[config.mk]
export PLATFORM = sky130hd
export DESIGN_NAME = logic_unit_pipe
export DESIGN_NICKNAME = d
export VERILOG_FILES = /design/src/rtl/logic_unit_pipe.sv
export SDC_FILE = /design/constraint.sdc
export NUM_CORES = 1
export LEC_CHECK = 0
export CAP_MARGIN = 10
export CORE_MARGIN = 2
export CORE_UTILIZATION = 45
export CTS_CLUSTER_SIZE = 24
export DETAILED_ROUTE_END_ITERATION = 10
export GPL_TIMING_DRIVEN = 1
export PLACE_DENSITY = 0.68
export SKIP_CTS_REPAIR_TIMING = 1
export SLEW_MARGIN = 20
export SYNTH_ARGS = -nofsm -noshare
export SYNTH_HDL_FRONTEND = slang
export SYNTH_SLANG_ARGS = --single-unit
[constraint.sdc]
create_clock -name clk -period 1.8 [get_ports clk]
set_clock_uncertainty 0.1 [all_clocks]
set_input_delay 0.36 -clock clk [delete_from_list [all_inputs] [get_ports clk]]
set_output_delay 0.36 -clock clk [all_outputs]
set_load 0.05 [all_outputs]
[src/rtl/logic_unit_pipe.sv]
// rtl/logic_unit_pipe.sv - two-stage valid/ready bitwise and compare unit with saturating op counter
// Optional even-parity output out_parity is built only when LOGIC_UNIT_PARITY_EN is defined.

module logic_unit_pipe #(
   parameter int DATA_WIDTH  = 8,
   parameter int COUNT_WIDTH = 16
) (
   input  logic                   clk,
   input  logic                   rst_n,
   input  logic                   in_valid,
   output logic                   in_ready,
   input  logic [DATA_WIDTH-1:0]  in_a,
   input  logic [DATA_WIDTH-1:0]  in_b,
   input  logic [3:0]             in_op,
   output logic                   out_valid,
   input  logic                   out_ready,
   output logic [DATA_WIDTH-1:0]  out_data,
   output logic [2:0]             out_flag,
   output logic                   out_zero,
   output logic                   out_err,
   output logic [COUNT_WIDTH-1:0] op_count
`ifdef LOGIC_UNIT_PARITY_EN
   ,
   output logic                   out_parity
`endif
);

   localparam logic [3:0] OP_CPR  = 4'h0;
   localparam logic [3:0] OP_AND  = 4'h1;
   localparam logic [3:0] OP_OR   = 4'h2;
   localparam logic [3:0] OP_XOR  = 4'h3;
   localparam logic [3:0] OP_NOTA = 4'h4;
   localparam logic [3:0] OP_NOTB = 4'h5;
   localparam logic [3:0] OP_NAND = 4'h6;
   localparam logic [3:0] OP_NOR  = 4'h7;
   localparam logic [3:0] OP_XNOR = 4'h8;
   localparam logic [3:0] OP_CPRS = 4'h9;
   localparam logic [3:0] OP_ANDN = 4'hA;

   localparam logic [COUNT_WIDTH-1:0] CNT_ONE = {{(COUNT_WIDTH-1){1'b0}}, 1'b1};
   localparam logic [COUNT_WIDTH-1:0] CNT_MAX = {COUNT_WIDTH{1'b1}};

   logic                   s1_v;
   logic [DATA_WIDTH-1:0]  s1_a;
   logic [DATA_WIDTH-1:0]  s1_b;
   logic [3:0]             s1_op;

   logic                   s2_v;
   logic [DATA_WIDTH-1:0]  s2_data;
   logic [2:0]             s2_flag;
   logic                   s2_zero;
   logic                   s2_err;
   logic [COUNT_WIDTH-1:0] cnt;

   logic                   s1_adv;
   logic                   s2_adv;
   logic                   out_fire;

   logic [DATA_WIDTH-1:0]  res_data;
   logic [2:0]             res_flag;
   logic                   res_zero;
   logic                   res_err;
   logic                   res_cmp;

   assign s2_adv   = !s2_v || out_ready;
   assign s1_adv   = !s1_v || s2_adv;
   assign in_ready = rst_n && s1_adv;
   assign out_fire = s2_v && out_ready;

   // Compare ops report through the one-hot flags and leave data at zero.
   always_comb begin
      res_data = '0;
      res_flag = 3'b000;
      res_err  = 1'b0;
      res_cmp  = 1'b0;
      case (s1_op)
         OP_CPR: begin
            res_cmp = 1'b1;
            if (s1_a > s1_b)       res_flag = 3'b100;
            else if (s1_a == s1_b) res_flag = 3'b010;
            else                   res_flag = 3'b001;
         end
         OP_CPRS: begin
            res_cmp = 1'b1;
            if ($signed(s1_a) > $signed(s1_b)) res_flag = 3'b100;
            else if (s1_a == s1_b)             res_flag = 3'b010;
            else                               res_flag = 3'b001;
         end
         OP_AND:  res_data = s1_a & s1_b;
         OP_OR:   res_data = s1_a | s1_b;
         OP_XOR:  res_data = s1_a ^ s1_b;
         OP_NOTA: res_data = ~s1_a;
         OP_NOTB: res_data = ~s1_b;
         OP_NAND: res_data = ~(s1_a & s1_b);
         OP_NOR:  res_data = ~(s1_a | s1_b);
         OP_XNOR: res_data = ~(s1_a ^ s1_b);
         OP_ANDN: res_data = s1_a & ~s1_b;
         default: res_err  = 1'b1;
      endcase
      // Illegal opcodes deliberately report zero=0 even though data is zero.
      res_zero = res_cmp || (!res_err && (res_data == '0));
   end

   always_ff @(posedge clk or negedge rst_n) begin
      if (!rst_n) begin
         s1_v  <= 1'b0;
         s1_a  <= '0;
         s1_b  <= '0;
         s1_op <= '0;
      end else if (s1_adv) begin
         s1_v  <= in_valid;
         s1_a  <= in_a;
         s1_b  <= in_b;
         s1_op <= in_op;
      end
   end

   always_ff @(posedge clk or negedge rst_n) begin
      if (!rst_n) begin
         s2_v    <= 1'b0;
         s2_data <= '0;
         s2_flag <= 3'b000;
         s2_zero <= 1'b0;
         s2_err  <= 1'b0;
      end else if (s2_adv) begin
         s2_v    <= s1_v;
         s2_data <= res_data;
         s2_flag <= res_flag;
         s2_zero <= res_zero;
         s2_err  <= res_err;
      end
   end

   always_ff @(posedge clk or negedge rst_n) begin
      if (!rst_n) begin
         cnt <= '0;
      end else if (out_fire && (cnt != CNT_MAX)) begin
         cnt <= cnt + CNT_ONE;
      end
   end

`ifdef LOGIC_UNIT_PARITY_EN
   logic s2_par;

   // Compare and illegal results carry zero data, so their parity is 0 automatically.
   always_ff @(posedge clk or negedge rst_n) begin
      if (!rst_n) begin
         s2_par <= 1'b0;
      end else if (s2_adv) begin
         s2_par <= ^res_data;
      end
   end

   assign out_parity = s2_par;
`endif

   assign out_valid = s2_v;
   assign out_data  = s2_data;
   assign out_flag  = s2_flag;
   assign out_zero  = s2_zero;
   assign out_err   = s2_err;
   assign op_count  = cnt;

endmodule
==> summary.md, run 1 <==
| Metric | Value |
|---|---|
| Status | finished with violations |
| Failing checks | setup timing |
| Post-Layout Cell Count | between 500 and 600 |
| Synthesized instance count | 349 |
| First-pass GRT wire length | roughly 14 mm |
| Net Count, Synth | about 400 |
| Internal power | ~2.8 mW |
| Worst-case reg-to-reg path depth | 7 |
| Relative slew slack | 0.568 |
| TritonCTS clock tree | done |
| I/O pins | 55 |
| Power Total | approximately 4.7 mW |
| Initial antenna violation count | 0 |
| Pin count of the biggest net entering global routing | 52 |
| YS warnings | 0 |
| Routed WL | roughly 9.8 mm |
| VDD IR max | roughly 0.65 mV |
| Post-DR wirelength/cell | between 15 and 20 um |
| Register area share after synthesis | 0.387 |
| GRT Total Usage | 0.231 |
| #FFs+latches synth | 51 |
| Vias in the first global route | roughly 3000 |
| Final setup viols | 13 |
| Net Sw Frac | 0.398 |
| Tmin final | roughly 2100 ps |
| Total gr overflow | 0 |
| Most frequent cells in the layout | buf_4, dfrtp_1, nand2_1 |
| Required time worst endpoint | 1940 ps |
| Startpoint type of the worst setup path | flop |
| NumNets Final | ~550 |
| Crit path kind | reg2reg |
| Layout cells sized above 1 | 0.483 |
| HPWL Detailed | about 7 mm |
| H-tree Lvls | 2 |
| ANT nets after route | 0 |
| RSZ-0062 raised after global routing | yes |
| Port Buffers | 54 |
| Placeable core area | around 7200 sq um |
| Netlist cell types | 60 |
| Placement Rows | 31 |
| EDFF count, synth | 0 |
| DP Cell Count | 571 |
| Max-cap violations | 0 |
| P_sw | 1.88 mW |
| Pwr Density | between 900 and 1000 nW/um^2 |
| Pre-Repair DR Iteration Count | 4 |
| Slew Viols, Final | 0 |
| Die ar. | 8030 sq um |
| DRC | 0 |
| Async SR Flop Fraction | 1.00 |
| Critical Path AT | about 2200 ps |
| Layout fillers | between 500 and 600 |
| Main synth FF type | dfrtp_1 |
| Clk network pwr share | 0.179 |
| Sequential group share of total power | 0.311 |
| Max clock buf depth | 2 |
| Worst skew pair latency | about 320 ps |
| CTS Buf Count | 5 |
| GPL Wtd Cong | 0.934 |
| Final worst slack | -284 ps |
| Setup TNS Final | -1020 ps |
| Crit end category | flop |
| Initial core utilization | 0.460 |
| CTS sink cnt | between 50 and 60 |
| Vias/cell | approximately 5.4 |
| Period utilization | 1.16 |
| Area Overhead vs Synth | 57.4% |
| CTS Root Cell | clkbuf_8 |
| Comb pwr share | 0.510 |
| Hold crit path type | in2async |
| Mapped Area | between 3000 and 4000 sq um |
| Crit-path max FO | 8 |
| WHS | around 65 ps |
| Syn_area_per_cell | between 9 and 10 sq um |
| Leak pwr | ~2.4 nW |
| Antenna Cells | 0 |
| Vias | 3241 |
| Die Width | roughly 90 um |
| Commonest non-fill, non-tap cell in the layout | buf_4 |
| Fmax | ~0.48 GHz |
| CTS clk-pin slew, worst paths | 110 ps |
| Die height | between 80 and 90 um |
| Post-Place Worst Slack | -376 ps |
| Worst Tran Pin Value | approximately 650 ps |
| Iter 0 DRT Violations | around 270 |
| Final Hold Fails | 0 |
## per-stage QoR
stage                     instance area, sq um  utilization
after floorplan                           3380            -
after global placement                    4570        0.637
after CTS                                 4690        0.653
final                                     5190        0.724
after detailed placement                  4570        0.637
after global routing                      5190        0.724
## state kept, by name (all words and copies together), names as in the netlist
| signal | cells |
|---|---|
| out_zero | 1 |
| op_count | 16 |
| s1_op | 4 |
| s1_b | 8 |
| s1_a | 8 |
| out_data | 8 |
| out_valid | 1 |
| out_flag | 3 |
| out_err | 1 |
| s1_v | 1 |
## layer usage
| layer | part of all wire | track usage | vias up |
|---|---|---|---|
| met4 | 0.016 | 0.0624 | 0 |
| met3 | 0.062 | 0.0384 | 15 |
| met1 | 0.44 | 0.324 | 1569 |
| met5 | 0 | 0 | - |
| met2 | 0.48 | 0.370 | 121 |
| li1 | - | - | 1536 |
## cell families (layout without fill, tap and decap cells)
logic type,after synthesis,after routing,share of synthesized area
flops,51,51,0.387
simple gates,118,118,0.191
mux,10,10,0.0379
compound gates,87,87,0.184
buf+inv,42,190,0.0611
xor+xnor,15,15,0.0398
fa+ha+maj,26,26,0.0986
## Yosys cell counts (all sizes together) (8+ instances only)
cell,number,share of area
nand3,8,0.012
dfrtp,51,0.39
nor2,21,0.025
xnor2,12,0.032
nor2b,9,0.017
nand2,35,0.040
a21oi,18,0.027
inv,21,0.024
ha,26,0.099
buf,15,0.030
o21ai,27,0.041
## path summary, 6_finish.rpt
kind | endpoint | slack (ps) | from
worst min register to register | out_valid$_DFFE_PN0P_ | 380 | s1_v$_DFFE_PN0N_
worst max-delay path | out_zero$_DFFE_PN0P_ | -280 | s1_op[0]$_DFFE_PN0N_
worst max register to register | out_zero$_DFFE_PN0P_ | -280 | s1_op[0]$_DFFE_PN0N_
worst min-delay path | op_count[15]$_DFFE_PN0P_ | 60 | rst_n
max in group asynchronous | s1_op[3]$_DFFE_PN0N_ | 1050 | rst_n
min in group clk | out_valid$_DFFE_PN0P_ | 380 | s1_v$_DFFE_PN0N_
## power groups by stage
stage / Combinational, mW / Sequential [mW] / Clock, mW
after floorplan: 0.769 / 1.92 / 0
after global placement: 2.02 / 1.48 / 0
after detailed placement: 2.05 / 1.50 / 0
after CTS: 2.06 / 1.47 / 0.856
after global routing: 2.57 / 1.49 / 0.909
final: 2.41 / 1.47 / 0.847
## worst max-delay path: stages, from the launching register on
cell       delay (ps)
dfrtp_2           450
buf_6             130
nor2b_2           210
nand2_1           100
o21ai_0           170
a2111oi_4         460
nand4_1           210
o211ai_2          190
## final cells by class
class,count,area (sq um),area share
clock buffer,5,68.8,0.0133
clock inverter,3,46.3,0.00892
inverter,21,78.8,0.0152
multi-input combinational,256,2170,0.417
sequential,51,1290,0.249
tap,99,124,0.0239
timing repair buffer,161,1420,0.273
(Power assumes the default switching activity.)
==> run 2, diff against run 1 <==
--- a/config.mk
+++ b/config.mk
@@ -5,13 +5,12 @@
 export SDC_FILE = /design/constraint.sdc
 export NUM_CORES = 1
 export LEC_CHECK = 0
-export CAP_MARGIN = 10
 export CORE_MARGIN = 2
-export CORE_UTILIZATION = 45
+export CORE_UTILIZATION = 31
 export CTS_CLUSTER_SIZE = 24
 export DETAILED_ROUTE_END_ITERATION = 10
 export GPL_TIMING_DRIVEN = 1
-export PLACE_DENSITY = 0.68
+export PLACE_DENSITY = 0.49
 export SKIP_CTS_REPAIR_TIMING = 1
 export SLEW_MARGIN = 20
 export SYNTH_ARGS = -nofsm -noshare
==> summary.md, run 2 (synthesis gave the netlist of run 1 again) <==
| Metric | Value |
|---|---|
| Cell repeated most along the worst path | a211oi_2 |
| Die Width | 107 um (+20%) |
| Leak pwr | 2.46 nW (+2.8%) |
| Critical path depth | 8 (+1) |
| CP max stage delay | 420 ps (-40 ps) |
| H-tree Lvls | 2 (unchanged) |
| Vias/cell | 4.87 (-11%) |
| Crit-path max FO | 3 (-5) |
| Commonest non-fill, non-tap cell in the layout | buf_4 |
| HPWL Detailed | 7.17 mm (+4.7%) |
| Required time worst endpoint | 1940 ps (about the same) |
| CTS Buf Count | 5 (unchanged) |
| Max reg flops | 16 (unchanged) |
| Post-DR wirelength/cell | 14.8 um (-10%) |
| Util after Layout | 0.521 (-0.203) |
| Vias in the first global route | 2968 (-0.13%) |
| Port Buffers | 54 (unchanged) |
| Placeable core area | 10300 sq um (+44%) |
| Antenna Cells | 0 (unchanged) |
| CTS sink cnt | 51 (unchanged) |
| Pwr Density | 877 nW/um^2 (-3.6%) |
| Max-cap violations | 0 (unchanged) |
| Die height | 107 um (+20%) |
| RSZ-0062 raised after global routing | yes |
| FF/Latch Area | 1290 sq um (unchanged) |
| Area Overhead vs Synth | 63.1% |
| Status | finished with violations |
| DRC | 0 (unchanged) |
| Internal power | 2.88 mW (+1.4%) |
| Failing checks | setup timing |
| Worst skew pair latency | 320 ps (about the same) |
| Buffers & Inverters on Critical Path | 1 (unchanged) |
| Hold crit path type | in2async |
| Sequential group share of total power | 0.310 (about the same) |
| First-pass GRT wire length | 15.1 mm (+5.6%) |
| Layout cells sized above 1 | 0.508 (+0.0249) |
| Setup TNS Final | -692 ps (+327 ps) |
| CTS Root Cell | clkbuf_8 |
| Relative slew slack | 0.550 (-0.0178) |
| Net Sw Frac | 0.389 (-0.00935) |
| Crit-path cells | inv_2 -> ha_4 -> mux2_4 -> a211oi_2 -> o22ai_1 -> a211oi_2 -> nand4_1 -> o211ai_2 |
| Clk network pwr share | 0.173 (-0.006) |
| Crit end category | flop |
| Worst Tran Pin Value | 675 ps (+26.8 ps) |
| Layout fillers | 964 (+88%) |
| VDD IR max | 0.483 mV (-26%) |
| Worst-case reg-to-reg path depth | 8 (+1) |
| Initial core utilization | 0.319 (-0.140) |
| GPL Wtd Cong | 0.833 (-11%) |
| NumNets Final | 559 (+2.4%) |
| ANT nets after route | 0 (unchanged) |
| Final setup viols | 12 (-1) |
| Pre-Repair DR Iteration Count | 5 (+1) |
| Multi-input logic area | 2250 sq um (+3.8%) |
| TritonCTS clock tree | done |
| Critical Path AT | 2110 ps (-120 ps) |
| Die ar. | 11500 sq um (+43%) |
| Final worst slack | -172 ps (+112 ps) |
| Tmin final | 1970 ps (-112 ps) |
| CTS clk-pin slew, worst paths | 100 ps (about the same) |
| Most frequent cells in the layout | buf_4, dfrtp_1, nand2_1 |
| Vias | 3143 (-3.0%) |
| Initial antenna violation count | 0 (unchanged) |
| Worst path slowest cell | dfrtp_1 |
| Final Hold Fails | 0 (unchanged) |
| P_sw | 1.83 mW (-2.5%) |
| Routed WL | 9.53 mm (-2.9%) |
| Largest delay share family, worst path | compound AO/OA/AOI/OAI gates |
| Pin count of the biggest net entering global routing | 52 (unchanged) |
| Slew Viols, Final | 0 (unchanged) |
| Period utilization | 1.10 (-0.0623) |
| Fmax | 0.507 GHz (+5.7%) |
| Total gr overflow | 0 (unchanged) |
| Placement Rows | 37 (+19%) |
| Crit path kind | reg2reg |
| GRT Total Usage | 0.168 (-0.0625) |
| Startpoint type of the worst setup path | flop |
| I/O pins | 55 (unchanged) |
| Post-Place Worst Slack | -304 ps (+71.8 ps) |
| Comb pwr share | 0.517 (+0.007) |
| Max clock buf depth | 2 (unchanged) |
| Iter 0 DRT Violations | 121 (-55%) |
-- run 2: area by class of cell --
class                   instances  share of cell area
clock buffers                   7              0.0142
flip-flops and latches         51               0.240
clock inverters                 1             0.00558
repair buffers                174               0.276
inverters                      21              0.0147
well taps                     136              0.0316
multi-input cells             256               0.418
-- run 2: metrics by stage --
step / cell area (sq um) / std cells / hold WS, ps / total power [mW]
2_1_floorplan: 3380 / 349 / -35.6 / 2.69
3_3_place_gp: 4720 / 621 / 344 / 3.58
3_5_place_dp: 4720 / 621 / 352 / 3.59
4_1_cts: 4820 / 629 / 114 / 4.42
5_1_grt: 5380 / 646 / 152 / 5.00
6_report: 5380 / 646 / 68.1 / 4.72
-- run 2: path summary, 6_finish.rpt --
kind | slack (ps) | end | start
max | -170 | out_zero$_DFFE_PN0P_ | s1_a[5]$_DFFE_PN0N_
min | 70 | op_count[10]$_DFFE_PN0P_ | rst_n
max reg2reg | -170 | out_zero$_DFFE_PN0P_ | s1_a[5]$_DFFE_PN0N_
min reg2reg | 390 | out_valid$_DFFE_PN0P_ | s1_v$_DFFE_PN0N_
max in group asynchronous | 1020 | s1_op[3]$_DFFE_PN0N_ | rst_n
min in group clk | 390 | out_valid$_DFFE_PN0P_ | s1_v$_DFFE_PN0N_
-- run 2: power groups by stage --
stage               Combinational [mW]  Clock (mW)  Sequential [mW]
floorplan                        0.769           0             1.92
global placement                  2.10           0             1.48
detailed placement                2.11           0             1.48
CTS                               2.11       0.851             1.46
global route                      2.61       0.900             1.49
finish                            2.44       0.814             1.46
-- run 2: layer usage --
metal,GRT usage,vias to the layer above,part of all wire
met2,0.264,65,0.46
met3,0.0255,10,0.039
met5,0,-,0
met1,0.238,1505,0.48
li1,-,1563,-
met4,0.0529,0,0.019
==> run 3, diff against run 2 <==
--- a/config.mk
+++ b/config.mk
@@ -11,6 +11,7 @@
 export DETAILED_ROUTE_END_ITERATION = 10
 export GPL_TIMING_DRIVEN = 1
 export PLACE_DENSITY = 0.49
+export SETUP_SLACK_MARGIN = 0.3
 export SKIP_CTS_REPAIR_TIMING = 1
 export SLEW_MARGIN = 20
 export SYNTH_ARGS = -nofsm -noshare
==> summary.md, run 3 (synthesis gave the netlist of run 1 again) <==
| Metric | Value |
|---|---|
| Status | finished with violations |
| Failing checks | setup timing |
| ANT nets after route | 0 (unchanged) |
| Pre-Repair DR Iteration Count | 4 (-1) |
| Post-Place Worst Slack | -274 ps (+30.4 ps) |
| NumNets Final | 556 (-0.54%) |
| Period utilization | 1.10 (+0.00852) |
| CP max stage delay | 450 ps (+30 ps) |
| Port Buffers | 54 (unchanged) |
| DR WL met3 | 426 um (+15%) |
| Final worst slack | -187 ps (-15.3 ps) |
| Vias in the first global route | 3026 (+2.0%) |
| FF/Latch Area | 1290 sq um (+0.19%) |
| Worst Tran Pin Value | 672 ps (-2.11 ps) |
| GPL Wtd Cong | 0.867 (+4.0%) |
| Area Overhead vs Synth | 68.0% |
| CTS Root Cell | clkbuf_8 |
| Pin count of the biggest net entering global routing | 52 (unchanged) |
| RSZ-0062 raised after global routing | yes |
| WHS | 98.4 ps (+30.3 ps) |
| Multi-input logic area | 2340 sq um (+4.2%) |
| CTS Buf Count | 5 (unchanged) |
| Final Hold Fails | 0 (unchanged) |
| Crit-path max FO | 3 (unchanged) |
| Routed WL | 9.86 mm (+3.4%) |
| Layout fillers | 925 (-4.0%) |
| Worst skew pair latency | 310 ps (about the same) |
| Die Width | 107 um (unchanged) |
| Max-cap violations | 0 (unchanged) |
| Max clock buf depth | 2 (unchanged) |
| Die ar. | 11500 sq um (unchanged) |
| Placement Rows | 37 (unchanged) |
| Largest delay share family, worst path | compound AO/OA/AOI/OAI gates |
| Placeable core area | 10300 sq um (unchanged) |
| HPWL Detailed | 7.15 mm (-0.34%) |
| Relative slew slack | 0.552 (+0.00141) |
| Most frequent cells in the layout | buf_4, dfrtp_1, nand2_1 |
| Vias/cell | 4.93 (+1.3%) |
| Total gr overflow | 0 (unchanged) |
| Final setup viols | 10 (-2) |
| Initial antenna violation count | 0 (unchanged) |
| Max reg flops | 16 (unchanged) |
| WL met2 | 4.62 mm (+4.9%) |
| TritonCTS clock tree | done |
| Critical Path AT | 2130 ps (+20 ps) |
| Pwr Density | 911 nW/um^2 (+4.0%) |
| Initial core utilization | 0.319 (unchanged) |
| Crit end category | flop |
| Post-DR wirelength/cell | 15.3 um (+3.9%) |
| Buffers & Inverters on Critical Path | 1 (unchanged) |
| Hold crit path type | in2async |
| Vias | 3169 (+0.83%) |
| Startpoint type of the worst setup path | flop |
| Required time worst endpoint | 1940 ps (about the same) |
| Commonest non-fill, non-tap cell in the layout | buf_4 |
| Slew Viols, Final | 0 (unchanged) |
| Crit-path cells | inv_2 -> ha_4 -> mux4_2 -> o2bb2ai_1 -> a21oi_1 -> nand4_1 -> o211ai_2 |
| GRT Total Usage | 0.168 (-0.000195) |
| H-tree Lvls | 2 (unchanged) |
| Leak pwr | 2.47 nW (+0.54%) |
| Iter 0 DRT Violations | 129 (+6.6%) |
| First-pass GRT wire length | 15.3 mm (+1.3%) |
| CTS clk-pin slew, worst paths | 110 ps (about the same) |
| Antenna Cells | 0 (unchanged) |
| Top Layer Used | met4 |
| Worst path slowest cell | mux4_2 |
| Tmin final | 1990 ps (+15.3 ps) |
| I/O pins | 55 (unchanged) |
| VDD IR max | 0.732 mV (+52%) |
| CTS sink cnt | 51 (unchanged) |
| DRC | 0 (unchanged) |
| Cell area after layout | 5540 sq um (+3.0%) |
| Fmax | 0.503 GHz (-0.77%) |
| Die height | 107 um (unchanged) |
| Crit path kind | reg2reg |
| Met1 wire length | 4.65 mm (+1.6%) |
| Util after Layout | 0.537 (+0.0156) |
| Layout cells sized above 1 | 0.538 (+0.0306) |
| Dpl cell area | 4730 sq um (+0.32%) |
==> run 3: cell types whose count changed in the layout (fill, tap and decap cells not counted), moves of 3 or more <==
cell and delta:
buf_8 +8, buf_6 +15, buf_4 -23, mux2_4 +3, o21ai_0 -11, mux2_2 -3
buf_12 -3, o21ai_1 +11, inv_1 -6, inv_2 +6
==> run 3: metrics by stage <==
| stage | std cells | power [mW] | setup TNS [ps] |
|---|---|---|---|
| final | 643 | 5.05 | -970 |
| after global routing | 643 | 5.34 | -2150 |
| after CTS | 618 | 4.51 | -1660 |
| after detailed placement | 610 | 3.63 | -3490 |
| after global placement | 610 | 3.62 | -3670 |
| after floorplan | 349 | 2.77 | -1070 |
==> run 3: final timing paths <==
check	slack, ps	from	endpoint	cells after the start
max	-190	s1_a[7]$_DFFE_PN0N_	out_zero$_DFFE_PN0P_	7
max in group asynchronous	1010	rst_n	s1_op[3]$_DFFE_PN0N_	2
max reg2reg	-190	s1_a[7]$_DFFE_PN0N_	out_zero$_DFFE_PN0P_	7
min in group clk	400	out_err$_DFFE_PN0P_	out_err$_DFFE_PN0P_	2
min reg2reg	400	out_err$_DFFE_PN0P_	out_err$_DFFE_PN0P_	2
min	100	rst_n	op_count[15]$_DFFE_PN0P_	2
==> run 3: area by class of cell <==
cell class	instances	share of cell area
Timing Repair Buffer	171	0.278
Clock buffer	5	0.0124
Sequential cell	51	0.234
Inverter	21	0.0142
Clock inverter	3	0.00836
Tap cell	136	0.0307
Multi-Input combinational cell	256	0.423
==> run 3: worst register-to-register path, stage by stage, from the launching register on <==
cell and delay (ps):
dfrtp_1 430, inv_2 90, ha_4 210, mux4_2 450, o2bb2ai_1 130, a21oi_1 190
nand4_1 130, o211ai_2 180
==> run 3: layer usage <==
layer  GRT usage  up-vias
li1            -     1552
met1       0.237     1539
met2       0.251       64
met3      0.0353       14
met4      0.0640        0
met5           0        -
==> run 3: power breakdown <==
group / internal [mW] / switching (mW) / leakage [nW]
Clock: 0.420 / 0.434 / 0.0548
Combinational: 1.31 / 1.39 / 1.80
Sequential: 1.33 / 0.159 / 0.617
==> edit 1, RTL diff (settings of run 1) <==
The parameter `COUNT_WIDTH` goes from 16 to 14.
--- a/src/rtl/logic_unit_pipe.sv
+++ b/src/rtl/logic_unit_pipe.sv
@@ -4,5 +4,5 @@
 module logic_unit_pipe #(
    parameter int DATA_WIDTH  = 8,
-   parameter int COUNT_WIDTH = 16
+   parameter int COUNT_WIDTH = 14
 ) (
    input  logic                   clk,
Ports: changed (resized op_count); port bits go from 55 to 53. No check against the original RTL was run, so the function may have changed too.
==> edit 1 against run 1 <==
The flow still finishes with violations (setup timing). Power down 1.9%. Combinational power grew 3%. Non-clock buffer count up 17. Wire length increased by 3.7%. Synthesized area fell by 1.7%. Worst hold slack gained 0.068 ns. Setup slack worse by 0.17 ns. Sequential cell count decreased by 2. Global-route usage rose by 1.0 points. Count of clock-buffer cells in the layout stayed put. Core utilization grew 4.0 points. Cell area up 0.96%.
==> edit 1: results (changes against run 1) <==
stage,metric,value,unit,change
outcome,status,finished with violations,,unchanged
outcome,failing checks,setup timing,,unchanged
global_routing,met1 GRT Util,32.5,%,was 32.4%
global_routing,number of global-route vias before repair,3122,,"was 2,972"
critical_path,crit-path leading delay family,simple AND/OR/NAND/NOR gates,,was compound AO/OA/AOI/OAI gates
critical_path,WP data arrival,2.38,ns,was 2.23 ns
global_routing,largest net degree at the start of global routing,50,,was 52
drt,routed vias,3373,,"was 3,241"
critical_path,slowest CP cell,dfrtp_2,,was a2111oi_4
global_routing,first-pass GRT wire length,14800,um,"was 14,300 um"
drt,WL/cell,16.1,um,was 16.5 um
place,port bufs,52,,was 54
global_routing,gr ovfl total,0,,unchanged
cells_and_area,layout cells sized above 1,47.8,%,was 48.3%
yosys,post-synthesis sequential area ratio,37.8,%,was 38.7%
clock_tree,CTS Buf Count,5,,unchanged
power_and_ir_drop,P_leak,2.44,nW,was 2.39 nW
yosys,Netlist cell types,56,,was 60
cells_and_area,max reg flops,14,,was 16
timing,Final WS setup,-0.459,ns,was -0.284 ns
timing,final setup fails,9,,was 13
clock_tree,clk_lat worst skew,0.30,ns,was 0.32 ns
cells_and_area,nets@finish,583,,was 546
global_routing,met2 Use GR,41.5,%,was 37.0%
cells_and_area,Filler cells,483,,was 512
place,hpwl dp,7160,um,was 6850 um
global_routing,GR Util met3,3.05,%,was 3.84%
place,gpl congestion,0.845,,was 0.934
yosys,Post-synth top cells,"dfrtp_1 (49), o21ai_0 (37), nand2_1 (36), nor2_1 (33), ha_1 (26)",,"was dfrtp_1 (51), nand2_1 (35), ha_1 (26), o21ai_0 (26), inv_1 (21)"
floorplanning,row count,30,,was 31
yosys,asr flop ratio synth,100,%,unchanged
yosys,net count after synthesis,417,,was 399
drt,initial DRC count,153,,was 271
global_routing,gr usage total,24.1,%,was 23.1%
clock_tree,CTS max path bufs,2,,unchanged
critical_path,Critical Path Fanout Max,6,,was 8
timing,relative slew slack,57.7,%,was 56.8%
yosys,Synth area leaders,"dfrtp_1 (38%), ha_1 (10%), o21ai_0 (5.7%), nand2_1 (4.2%), nor2_1 (3.8%)",,"was dfrtp_1 (39%), ha_1 (9.9%), nand2_1 (4.0%), o21ai_0 (3.9%), xnor2_1 (3.2%)"
power_and_ir_drop,peak supply drop,564,uV,was 650 uV
clock_tree,clk root buf,clkbuf_8,,unchanged
timing,setup TNS,-1.45,ns,was -1.02 ns
==> edit 1: stage by stage <==
step                      cell area, um2  hold WS, ns  std cells  setup WS [ns]  power (mW)
after CTS                           4640        0.163        607         -0.457        4.21
after floorplan                     3320      -0.0356        367         -0.314        2.62
after global placement              4550        0.357        599         -0.359        3.46
after global routing                5240        0.171        630         -0.564        4.88
after detailed placement            4550        0.356        599         -0.423        3.52
final                               5240        0.133        630         -0.459        4.63
==> edit 1: layer usage <==
layer / up-vias / part of all wire [%]
met4: 0 / 1.1
met2: 126 / 50
li1: 1620 / -
met5: - / 0
met3: 13 / 5.0
met1: 1614 / 44
==> edit 1: cell type report <==
type | instances | share of cell area, %
multi-input combinational | 275 | 41.8
timing repair buffer | 178 | 28.8
sequential | 49 | 23.6
tap | 96 | 2.29
inverter | 24 | 1.79
clock buffer | 5 | 1.31
clock inverter | 3 | 0.406
==> edit 1: worst paths after layout <==
| check | from | to | slack [ns] | cells past startpoint |
|---|---|---|---|---|
| setup / recovery | s1_op[3] | out_zero | -0.46 | 8 |
| hold / removal | rst_n | out_data[5] | 0.13 | 2 |
| setup reg to reg | s1_op[3] | out_zero | -0.46 | 8 |
| hold reg to reg | op_count[7] | op_count[7] | 0.39 | 1 |
| max in group asynchronous | rst_n | out_valid | 1.01 | 2 |
| min in group clk | op_count[7] | op_count[7] | 0.39 | 1 |
==> edit 1: cells by family (layout without fill, tap and decap cells) <==
logic type               Yosys count  count (layout)  synth area share [%]
buffers and inverters             43             210                  6.94
adder cells (fa/ha/maj)           26              26                  10.0
flip-flops                        49              49                  37.8
XOR/XNOR                          12              12                  3.24
AO/OA/AOI/OAI                     88              88                  16.9
multiplexers                       9               9                  2.89
AND/OR/NAND/NOR                  140             140                  22.2
==> edit 1: where the power goes <==
group	switching [mW]	internal, mW	total (mW)
Clock	0.415	0.277	0.693
Sequential	0.168	1.28	1.45
Combinational	1.35	1.14	2.49
==> edit 2, RTL diff (settings of run 1) <==
Made on the original files. Register the output `op_count` once more; this adds one clock of latency there. The other outputs are not delayed to match.
--- a/src/rtl/logic_unit_pipe.sv
+++ b/src/rtl/logic_unit_pipe.sv
@@ -160,5 +160,7 @@
    assign out_zero  = s2_zero;
    assign out_err   = s2_err;
-   assign op_count  = cnt;
+   always_ff @(posedge clk) begin
+      op_count <= cnt;
+   end
 
 endmodule
Function: changed (Yosys sat finds a counterexample within 4 cycles, from zero or initial values and one cycle with rst_n low).
==> edit 2 against run 1 <==
The flow still finishes with violations (setup timing). Setup slack got worse by 0.046 ns. Sequential power rose by 29%. Power rose by 19%. Synthesized area rose by 11%. Final cell count rose by 8.4%. Wire length rose by 0.45%. Cell area rose by 8.9%. Global-route usage fell by 1.1 points. Sequential cell count rose by 16. Largest power group unchanged.
==> edit 2: results (changes against run 1) <==
stage,metric,value,unit,change
drt,vias per inst,5.20,,was 5.44
timing,Final WS setup,-0.331,ns,was -0.284 ns
timing,hold_ws,0.0329,ns,was 0.0649 ns
yosys,Post-Synth Adder-Cell Area,8.90,%,was 9.86%
drt,WL/cell,15.3,um,was 16.5 um
global_routing,GR Util met3,4.25,%,was 3.84%
global_routing,gr usage total,21.9,%,was 23.1%
critical_path,Critical Path Fanout Max,2,,was 8
place,hpwl dp,6870,um,was 6850 um
outcome,failing checks,setup timing,,unchanged
place,placed insts,610,,was 571
yosys,Netlist cell types,62,,was 60
place,pre-CTS WS,-0.409,ns,was -0.376 ns
yosys,Post-synth top cells,"dfrtp_1 (51), nand2_1 (50), nor2_1 (30), o21ai_0 (28), ha_1 (26)",,"was dfrtp_1 (51), nand2_1 (35), ha_1 (26), o21ai_0 (26), inv_1 (21)"
yosys,net count after synthesis,435,,was 399
yosys,xor/xnor share of the synthesized area,3.36,%,was 3.98%
critical_path,FF-to-FF Start,s1_a[0],,was s1_op[0]
global_routing,met2 Use GR,35.7,%,was 37.0%
critical_path,slowest CP cell,or3_1,,was a2111oi_4
yosys,cells after synthesis,385,,was 349
cells_and_area,nets@finish,589,,was 546
timing,Slew @ Worst Pin,0.659,ns,was 0.648 ns
outcome,status,finished with violations,,unchanged
global_routing,number of global-route vias before repair,3176,,"was 2,972"
yosys,compound-gate portion of the synthesized area,16.4,%,was 18.4%
critical_path,R2R cell count,8,,was 7
yosys,post-synthesis sequential area ratio,43.7,%,was 38.7%
timing,final setup fails,10,,was 13
global_routing,met1 GRT Util,29.5,%,was 32.4%
yosys,asr flop ratio synth,76.1,%,was 100%
yosys,mux contribution to synthesized area,3.01,%,was 3.79%
cells_and_area,layout cells sized above 1,45.0,%,was 48.3%
clock_tree,clock-pin slew on the worst setup and hold paths,0.09,ns,was 0.11 ns
yosys,Synth area leaders,"dfrtp_1 (35%), ha_1 (8.9%), dfxtp_1 (8.8%), nand2_1 (5.1%), o21ai_0 (3.8%)",,"was dfrtp_1 (39%), ha_1 (9.9%), nand2_1 (4.0%), o21ai_0 (3.9%), xnor2_1 (3.2%)"
drt,Met3 Routed Length,362,um,was 605 um
drt,initial DRC count,147,,was 271
clock_tree,CTS H-tree lvls,3,,was 2
place,gpl congestion,0.877,,was 0.934
==> edit 2: cell count changes in the layout (fill, tap and decap cells not counted), moves of 5 or more <==
cell,change
dfrtp_1,+9
buf_6,+8
dfxtp_1,+16
a21oi_1,-5
nand2_1,+14
dfrtp_2,-9
nor2_1,+9
==> edit 2: area by class of cell <==
class / count / area (um2)
tap: 102 / 128
timing repair buffer: 164 / 1380
inverter: 22 / 86.3
clock buffer: 9 / 124
multi-input combinational: 275 / 2250
sequential: 67 / 1600
fill: 584 / 2150
clock inverter: 7 / 81.3
==> edit 2: power breakdown <==
group / internal (mW) / switching, mW / leakage, nW
Sequential: 1.74 / 0.151 / 0.762
Combinational: 1.10 / 1.30 / 1.74
Clock: 0.665 / 0.677 / 0.107
==> edit 2: worst max path at each step <==
stage                        start        to  cells after the start
after global placement    s1_op[0]  out_zero                      7
after floorplan            s1_b[0]  out_zero                      8
after global routing       s1_a[0]  out_zero                      8
after detailed placement  s1_op[0]  out_zero                      7
final                      s1_a[0]  out_zero                      8
after CTS                 s1_op[0]  out_zero                      7
==> edit 2: worst max-delay path, delay by kind of cell (launching register included) <==
kind                     cells  cell delay (ns)
adder cells (fa/ha/maj)      1             0.26
AND/OR/NAND/NOR              2             0.45
AO/OA/AOI/OAI                4             0.80
buffers and inverters        1             0.06
flip-flops                   1             0.37
==> edit 2: logic make-up (layout without fill, tap and decap cells) <==
logic type	after synthesis	after routing
flip-flops	67	67
buffers and inverters	43	202
AND/OR/NAND/NOR	137	137
AO/OA/AOI/OAI	88	88
XOR/XNOR	14	14
multiplexers	10	10
adder cells (fa/ha/maj)	26	26
